--- config.mk ---
export PLATFORM = sky130hd
export DESIGN_NAME = tx_buf_ctrl
export DESIGN_NICKNAME = d
export VERILOG_FILES = /design/src/rtl/tx_buf_ctrl.sv
export SDC_FILE = /design/constraint.sdc
export NUM_CORES = 1
export LEC_CHECK = 0
export ABC_CLOCK_PERIOD_IN_PS = 3000
export CORE_ASPECT_RATIO = 0.75
export CORE_MARGIN = 1.5
export CORE_UTILIZATION = 40
export CTS_BUF_LIST = sky130_fd_sc_hd__clkbuf_4
export CTS_CLUSTER_SIZE = 12
export DETAILED_ROUTE_END_ITERATION = 12
export PLACE_DENSITY = 0.87
export SLEW_MARGIN = 20
export SYNTH_ARGS = -nofsm -noshare
export SYNTH_HDL_FRONTEND = slang
export SYNTH_SLANG_ARGS = --single-unit
--- constraint.sdc ---
create_clock -name tClk -period 3 [get_ports tClk]
set_input_delay 0.6 -clock tClk [delete_from_list [all_inputs] [get_ports tClk]]
set_output_delay 0.6 -clock tClk [all_outputs]
set_load 0.02 [all_outputs]
--- src/rtl/tx_buf_ctrl.sv ---
// -----------------------------------------------------------------------------
// tx_buf_ctrl
// Moves bytes from a host write port into an external single-port 4-entry
// buffer, then presents them one at a time to a transmitter.
// The buffer is operated as a FIFO with 2-bit write and read pointers that
// wrap 3->0. Both pointers share the one buffer port, so a write and a read
// can never happen in the same cycle.
//
// Optional feature: define TX_BUF_CTRL_PARITY_EN to add the txParity output,
// which is the even parity of txData and is registered alongside it.
//
// Ports
//   tClk      : clock, all state updates on the rising edge
//   tRst      : asynchronous active-low reset
//   hPush     : host write request, data on hData
//   hData     : host write data
//   hAck      : push accepted this cycle (combinational)
//   hFull     : 4 entries held
//   bEmpty    : no entries held
//   tCount    : number of entries held, 0..4
//   bWR/bRD   : buffer write / read strobes (never both high)
//   bAddr     : buffer entry address
//   bDataOut  : write data to buffer (follows hData)
//   bDataIn   : buffer read data, valid the cycle after bRD
//   txValid   : txData holds a byte for the transmitter
//   txData    : byte to the transmitter (registered)
//   txReady   : transmitter takes the byte when txValid && txReady
//   txParity  : even parity of txData (only with TX_BUF_CTRL_PARITY_EN)
// -----------------------------------------------------------------------------
module tx_buf_ctrl #(
  parameter int BITWIDTH = 8
) (
  input  logic                tClk,
  input  logic                tRst,
  input  logic                hPush,
  input  logic [BITWIDTH-1:0] hData,
  output logic                hAck,
  output logic                hFull,
  output logic                bEmpty,
  output logic [2:0]          tCount,
  output logic                bWR,
  output logic                bRD,
  output logic [1:0]          bAddr,
  output logic [BITWIDTH-1:0] bDataOut,
  input  logic [BITWIDTH-1:0] bDataIn,
  output logic                txValid,
  output logic [BITWIDTH-1:0] txData,
  input  logic                txReady
`ifdef TX_BUF_CTRL_PARITY_EN
  ,
  output logic                txParity
`endif
);

  typedef enum logic [1:0] {IDLE, READ, CAPT, PRESENT} state_t;

  state_t              state_q, state_d;
  logic [1:0]          wptr_q, wptr_d;
  logic [1:0]          rptr_q, rptr_d;
  logic [2:0]          count_q, count_d;
  logic                rr_q, rr_d;
  logic                tx_valid_q, tx_valid_d;
  logic [BITWIDTH-1:0] tx_data_q, tx_data_d;

  logic wr_req;
  logic rd_req;
  logic wr_go;

  always_comb begin
    state_d    = state_q;
    wptr_d     = wptr_q;
    rptr_d     = rptr_q;
    count_d    = count_q;
    rr_d       = rr_q;
    tx_valid_d = tx_valid_q;
    tx_data_d  = tx_data_q;
    wr_go      = 1'b0;

    wr_req = hPush && (count_q != 3'd4);
    rd_req = (state_q == IDLE) && (count_q != 3'd0);

    case (state_q)
      IDLE: begin
        // rr=1 favours the read side when both sides want the buffer port.
        if (rd_req && (!wr_req || rr_q)) begin
          state_d = READ;
        end else begin
          wr_go = wr_req;
        end
        // The winner hands priority to the other side; with only one
        // requester the priority bit is left alone.
        if (rd_req && wr_req) begin
          rr_d = ~rr_q;
        end
      end
      READ: begin
        state_d = CAPT;
        rptr_d  = rptr_q + 2'd1;
        count_d = count_q - 3'd1;
      end
      CAPT: begin
        wr_go      = wr_req;
        tx_data_d  = bDataIn;
        tx_valid_d = 1'b1;
        state_d    = PRESENT;
      end
      PRESENT: begin
        wr_go = wr_req;
        if (txReady) begin
          tx_valid_d = 1'b0;
          state_d    = IDLE;
        end
      end
      default: state_d = IDLE;
    endcase

    // A write never coincides with the READ-state decrement.
    if (wr_go) begin
      wptr_d  = wptr_q + 2'd1;
      count_d = count_q + 3'd1;
    end
  end

  // Buffer port strobes. Gated by tRst so they drop the moment reset is
  // asserted, even while hPush is still high.
  always_comb begin
    hAck  = 1'b0;
    bWR   = 1'b0;
    bRD   = 1'b0;
    bAddr = 2'd0;
    if (tRst) begin
      hAck = wr_go;
      bWR  = wr_go;
      bRD  = (state_q == READ);
      if (state_q == READ) begin
        bAddr = rptr_q;
      end else if (wr_go) begin
        bAddr = wptr_q;
      end
    end
  end

  always_ff @(posedge tClk or negedge tRst) begin
    if (!tRst) begin
      state_q    <= IDLE;
      wptr_q     <= 2'd0;
      rptr_q     <= 2'd0;
      count_q    <= 3'd0;
      rr_q       <= 1'b0;
      tx_valid_q <= 1'b0;
      tx_data_q  <= '0;
    end else begin
      state_q    <= state_d;
      wptr_q     <= wptr_d;
      rptr_q     <= rptr_d;
      count_q    <= count_d;
      rr_q       <= rr_d;
      tx_valid_q <= tx_valid_d;
      tx_data_q  <= tx_data_d;
    end
  end

`ifdef TX_BUF_CTRL_PARITY_EN
  logic tx_parity_q, tx_parity_d;

  always_comb begin
    tx_parity_d = ^tx_data_d;
  end

  always_ff @(posedge tClk or negedge tRst) begin
    if (!tRst) begin
      tx_parity_q <= 1'b0;
    end else begin
      tx_parity_q <= tx_parity_d;
    end
  end

  assign txParity = tx_parity_q;
`endif

  assign bDataOut = hData;
  assign tCount   = count_q;
  assign hFull    = (count_q == 3'd4);
  assign bEmpty   = (count_q == 3'd0);
  assign txValid  = tx_valid_q;
  assign txData   = tx_data_q;

endmodule

-- Yosys cells after proc, flatten, opt, wreduce, memory -nomap -nowiden
Cells that the tools add are included.
- add/subtract/negate cells: 4
- reduce and logical (&&, ||, !) cells: 15
- bitwise gates (word level): 1
- equal/unequal tests: 7
- multiplexer cells: 14
- operators with widths (cell ; count):
    $mux W2 ; 5
    $pmux W2 S4 ; 1
    $mux W3 ; 2
    $reduce_and A2 Y1 ; 3
    $add A2 B1 Y2 const B ; 2
    $eq A2 B2 Y1 const B ; 2
    $logic_and A1 B1 Y1 ; 4
    $mux W1 ; 4
    $pmux W1 S2 ; 2
    $reduce_bool A2 Y1 ; 2
    $add A3 B1 Y3 const B ; 1
    $eq A3 B3 Y1 const B ; 1
    $logic_not A3 Y1 ; 1
    $ne A3 B3 Y1 const B ; 1
    $reduce_bool A3 Y1 ; 1
    $sub A3 B1 Y3 const B ; 1
    $eq A2 B1 Y1 const B ; 1
    $logic_not A2 Y1 ; 1
    $ne A2 B1 Y1 const B ; 1
    $ne A2 B2 Y1 const B ; 1
    $reduce_or A2 Y1 ; 1
    $logic_not A1 Y1 ; 1
    $logic_or A1 B1 Y1 ; 1
    $not A1 Y1 ; 1
- output and inout bits: 27
- bits of input ports: 20
- logic and storage cells: 48
- flip-flop bits (word level): 19

-- Logic depth before layout (Yosys ltp)
- depth after elaboration: 10
- gate-level depth with buffers: 10
- mapped depth without buffers: 9

-- Worst setup path after synthesis
No wires, ideal clock.
- kind: flip-flop to output port
- from: register state_q[0]
- to: output hAck
- setup slack: 0.257 ns
- cell stages (with the launch flop): 9
- arrival time: 2.143 ns
- required time: 2.400 ns
- cells stage by stage: dfrtp_1 inv_1 ha_1 or4b_1 o211a_2 or2_1 buf_2 nor2_1 buf_4
- cells in the longest elaborated chain, start to end: 6
- elaborated cells on any way between the ends: 9
- those cells by class: eq/ne: 2; mux: 3; reduce/logical: 4
- ends and longest elaborated chain (element ; RTL line ; RTL):
    start: declaration ; 57 ; state_t state_q, state_d;
    start signal: assignment ; 153 ; state_q <= state_d;
    $logic_not A2 Y1 ; 80, 82 ;
    $logic_and A1 B1 Y1 ; 80 ; rd_req = (state_q == IDLE) && (count_q != 3'd0);
    $logic_and A1 B1 Y1 ; 85 ; if (rd_req && (!wr_req || rr_q)) begin
    $mux W1 ; 85 ;
    $pmux W1 S2 (*) ; 82 ; case (state_q)
    $mux W1 (*) ; -- ;
    end: declaration ; 37 ; output logic hAck,
Every way passes the cells marked *; elsewhere a longest branch is shown, timed or not.

-- Worst setup path in the final report
- from: register state_q[0]
- to: output bAddr[0]
- cells in the longest elaborated chain, start to end: 8
- elaborated cells on any way between the ends: 12
- those cells by class: eq/ne: 3; mux: 5; reduce/logical: 4
- ends and longest elaborated chain (element ; RTL line ; RTL):
    $logic_not A2 Y1 ; 80, 82 ;
    $logic_and A1 B1 Y1 ; 80 ;
    $logic_and A1 B1 Y1 ; 85 ;
    $mux W1 ; 85 ;
    $pmux W1 S2 ; 82 ;
    $mux W2 ; 137 ; end else if (wr_go) begin
    $mux W2 (*) ; 135 ; if (state_q == READ) begin
    $mux W2 (*) ; 131 ; if (tRst) begin
    end: declaration ; 43 ; output logic [1:0] bAddr,
Marked as above.

==> impl_metrics.ini <==
[outcome]
outcome = finished clean

[pwr]
vdd_ir_drop_max_v = 0.0003915
p_clk_share_pct = 8.0
leakage_nw = 0.6223
pwr-share-comb_pct = 63.5
seq_power_share_pct = 28.5
power.total_mw = 1.695
power_density_nw_per_um2 = 1214
power.internal_mw = 1.032
p_switching_uw = 663.2
swShare_pct = 39.12

[sta]
fin_crit_sh_pct = 96.13
hold_viol = 0
rsz0062_at_grt = no
hold_ws_ns = 0.4803
fmax_mhz = 346.8
finalSetupViolCount = 0
relSlewSlack_pct = 80.58
fin_crit_ns = 2.884
drv_slew = 0
clock_skew_ns = 0.001170
totalNegativeSetupSlack_ns = 0
finalWorstSetupSlack_ns = 0.1162
worst_pin_slew_ns = 0.2904

[clocking]
cts_buffers = 3
cts_buffer_depth = 2
cts_tree = built
h-tree-depth = 1
cts.clk_slew.worst_paths_ns = 0.10
clock-sinks = 19
cts-root-buf = clkbuf_4
clock_latency_ns = 0.29

[worst_setup_path]
cp_data_arrival_time_ns = 2.28
rrSetupSlack_ns = 0.38
endpoint_kind = output port
cp.required_ns = 2.40
start_kind = register
crit_type = register to output port
path_max_fanout = 4

[detailed_routing]
wl_per_cell_um = 14.78
drt_iter0_drc = 11
drtAntennaViolNets = 0
drc_errors = 0
routed_via_density = 4.817
wirelength_um = 2261
first_pass_iters = 4
vias = 737

[logic_synthesis]
yosys-top-cells-area = dfrtp_1 47%, mux2_2 10%, buf_4 6.7%
ys.warnings.count = 0
async_reset_ff_share_pct = 100.0
synth_edf_count = 0
yosysTopAreaCellShare_pct = 47.03
netlist_instances = 84
ys_seq_area_share_pct = 47.03
synth_flop_cell = dfrtp_1
syn_avg_cell_area_sq_um = 12.04
synthesis.area_sq_um = 1011
yosysTopAreaCell = dfrtp_1
synth-seq-cells = 19
post-synth-top-count-cell = dfrtp_1
synth.distinct_cells = 30
synth_fp_nets = 109
synthTopCellsByCount = 19 x dfrtp_1, 9 x buf_4, 9 x mux2_2

[worst_hold_path]
hold_path_class = register to register

[global_routing]
track_usage_pct = 18.18
grt_pass1_vias = 776
grt.overflow.total = 0
grt_first_pass_wirelength_um = 3574
antenna_found_initial = 0
grt_max_degree = 17

[die]
io-pin-count = 47
dieArea_sq_um = 2841
num_rows = 15
core-area_sq_um = 2346
die_w_um = 61.05
die_h_um = 46.54
start_util_pct = 43.09

[layout]
fin_cells = 153
postLayoutCoreUtil_pct = 59.52
drive_gt1_share_pct = 33.61
final_nets = 145
insertedDiodeCount = 0
synthToLayoutAreaGrowth_pct = 38.12
final_cell_area_sq_um = 1396

[placement]
postPlaceCellArea_sq_um = 1345
place_ws_ns = -0.08328
detailed_place_hpwl_um = 1756
gp_congestion = 0.8480
portBuffers = 30
place_inst = 146

[run]
cap_violations = 0
-- cell type report --
type | instances | area (sq um)
clock buffer | 4 | 30.03
fill | 191 | 949.7
inverter | 6 | 22.52
multi-input combinational | 48 | 449.2
sequential | 19 | 475.5
tap | 34 | 42.54
timing repair buffer | 42 | 376.6
-- worst max-delay path, cell delays in order, from the launching register on --
cell,delay [ns]
dfrtp_1,0.43
inv_2,0.09
ha_2,0.19
or4b_4,0.48
o211a_2,0.18
nor3b_4,0.22
o21ba_2,0.15
clkdlybuf4s15_2,0.25
-- power by group through the flow --
stage / Sequential (mW) / Combinational (mW) / Clock, mW
6_report: 0.484 / 1.08 / 0.136
3_5_place_dp: 0.488 / 1.04 / 0
3_3_place_gp: 0.477 / 0.986 / 0
2_1_floorplan: 0.598 / 0.512 / 0
4_1_cts: 0.484 / 1.03 / 0.142
5_1_grt: 0.501 / 1.17 / 0.158
-- final timing paths --
path	startpoint	depth (start not counted)	endpoint
min	wptr_q[1]	1	wptr_q[1]
min in group asynchronous	tRst	1	wptr_q[1]
max in group asynchronous	tRst	2	state_q[0]
max	state_q[0]	7	bAddr[0]
max reg2reg	state_q[0]	9	tCount[2]
min reg2reg	wptr_q[1]	1	wptr_q[1]
-- flip-flops by register name (all words and copies together), names as in the netlist --
register and cells:
state_q 2, tCount 3, rr_q 1, txValid 1
rptr_q 2, txData 8, wptr_q 2
-- placed cells by master (no fill, tap or decap), types with 2 or more instances in the layout --
| master | synthesis | final |
|---|---|---|
| buf_2 | 1 | 2 |
| nor2_1 | 5 | 5 |
| inv_1 | 6 | 5 |
| clkbuf_4 | 0 | 4 |
| o21ai_0 | 2 | 2 |
| xnor2_1 | 3 | 3 |
| o22ai_1 | 2 | 2 |
| mux2_2 | 9 | 9 |
| nand2_1 | 3 | 3 |
| clkdlybuf4s50_1 | 0 | 26 |
| xor2_1 | 3 | 3 |
| buf_4 | 9 | 12 |
| ha_1 | 4 | 3 |
| dfrtp_1 | 19 | 19 |
-- routing by layer --
| layer | up-vias | global-route usage, % | wire, um |
|---|---|---|---|
| li1 | 342 | - | - |
| met1 | 372 | 19.03 | 812 |
| met2 | 19 | 34.26 | 1321 |
| met3 | 4 | 5.618 | 89 |
| met4 | 0 | 6.522 | 38 |
| met5 | - | 0 | 0 |
-- cells by family after synthesis --
kind of cell	synth area share [%]
buffers and inverters	9.776
AO/OA/AOI/OAI	8.910
XOR/XNOR	6.808
multiplexers	11.51
adder cells (fa/ha/maj)	6.931
AND/OR/NAND/NOR	9.035
flip-flops	47.03
-- timing repair --
item | 4_1_cts | 5_1_grt
hold buffers | 0 | 0
endpoints found under the setup margin | 4 | 4
resized for setup | 11 | 7
gates cloned | 0 | 0
buffers inserted | 0 | 3
(Power assumes the default switching activity.)
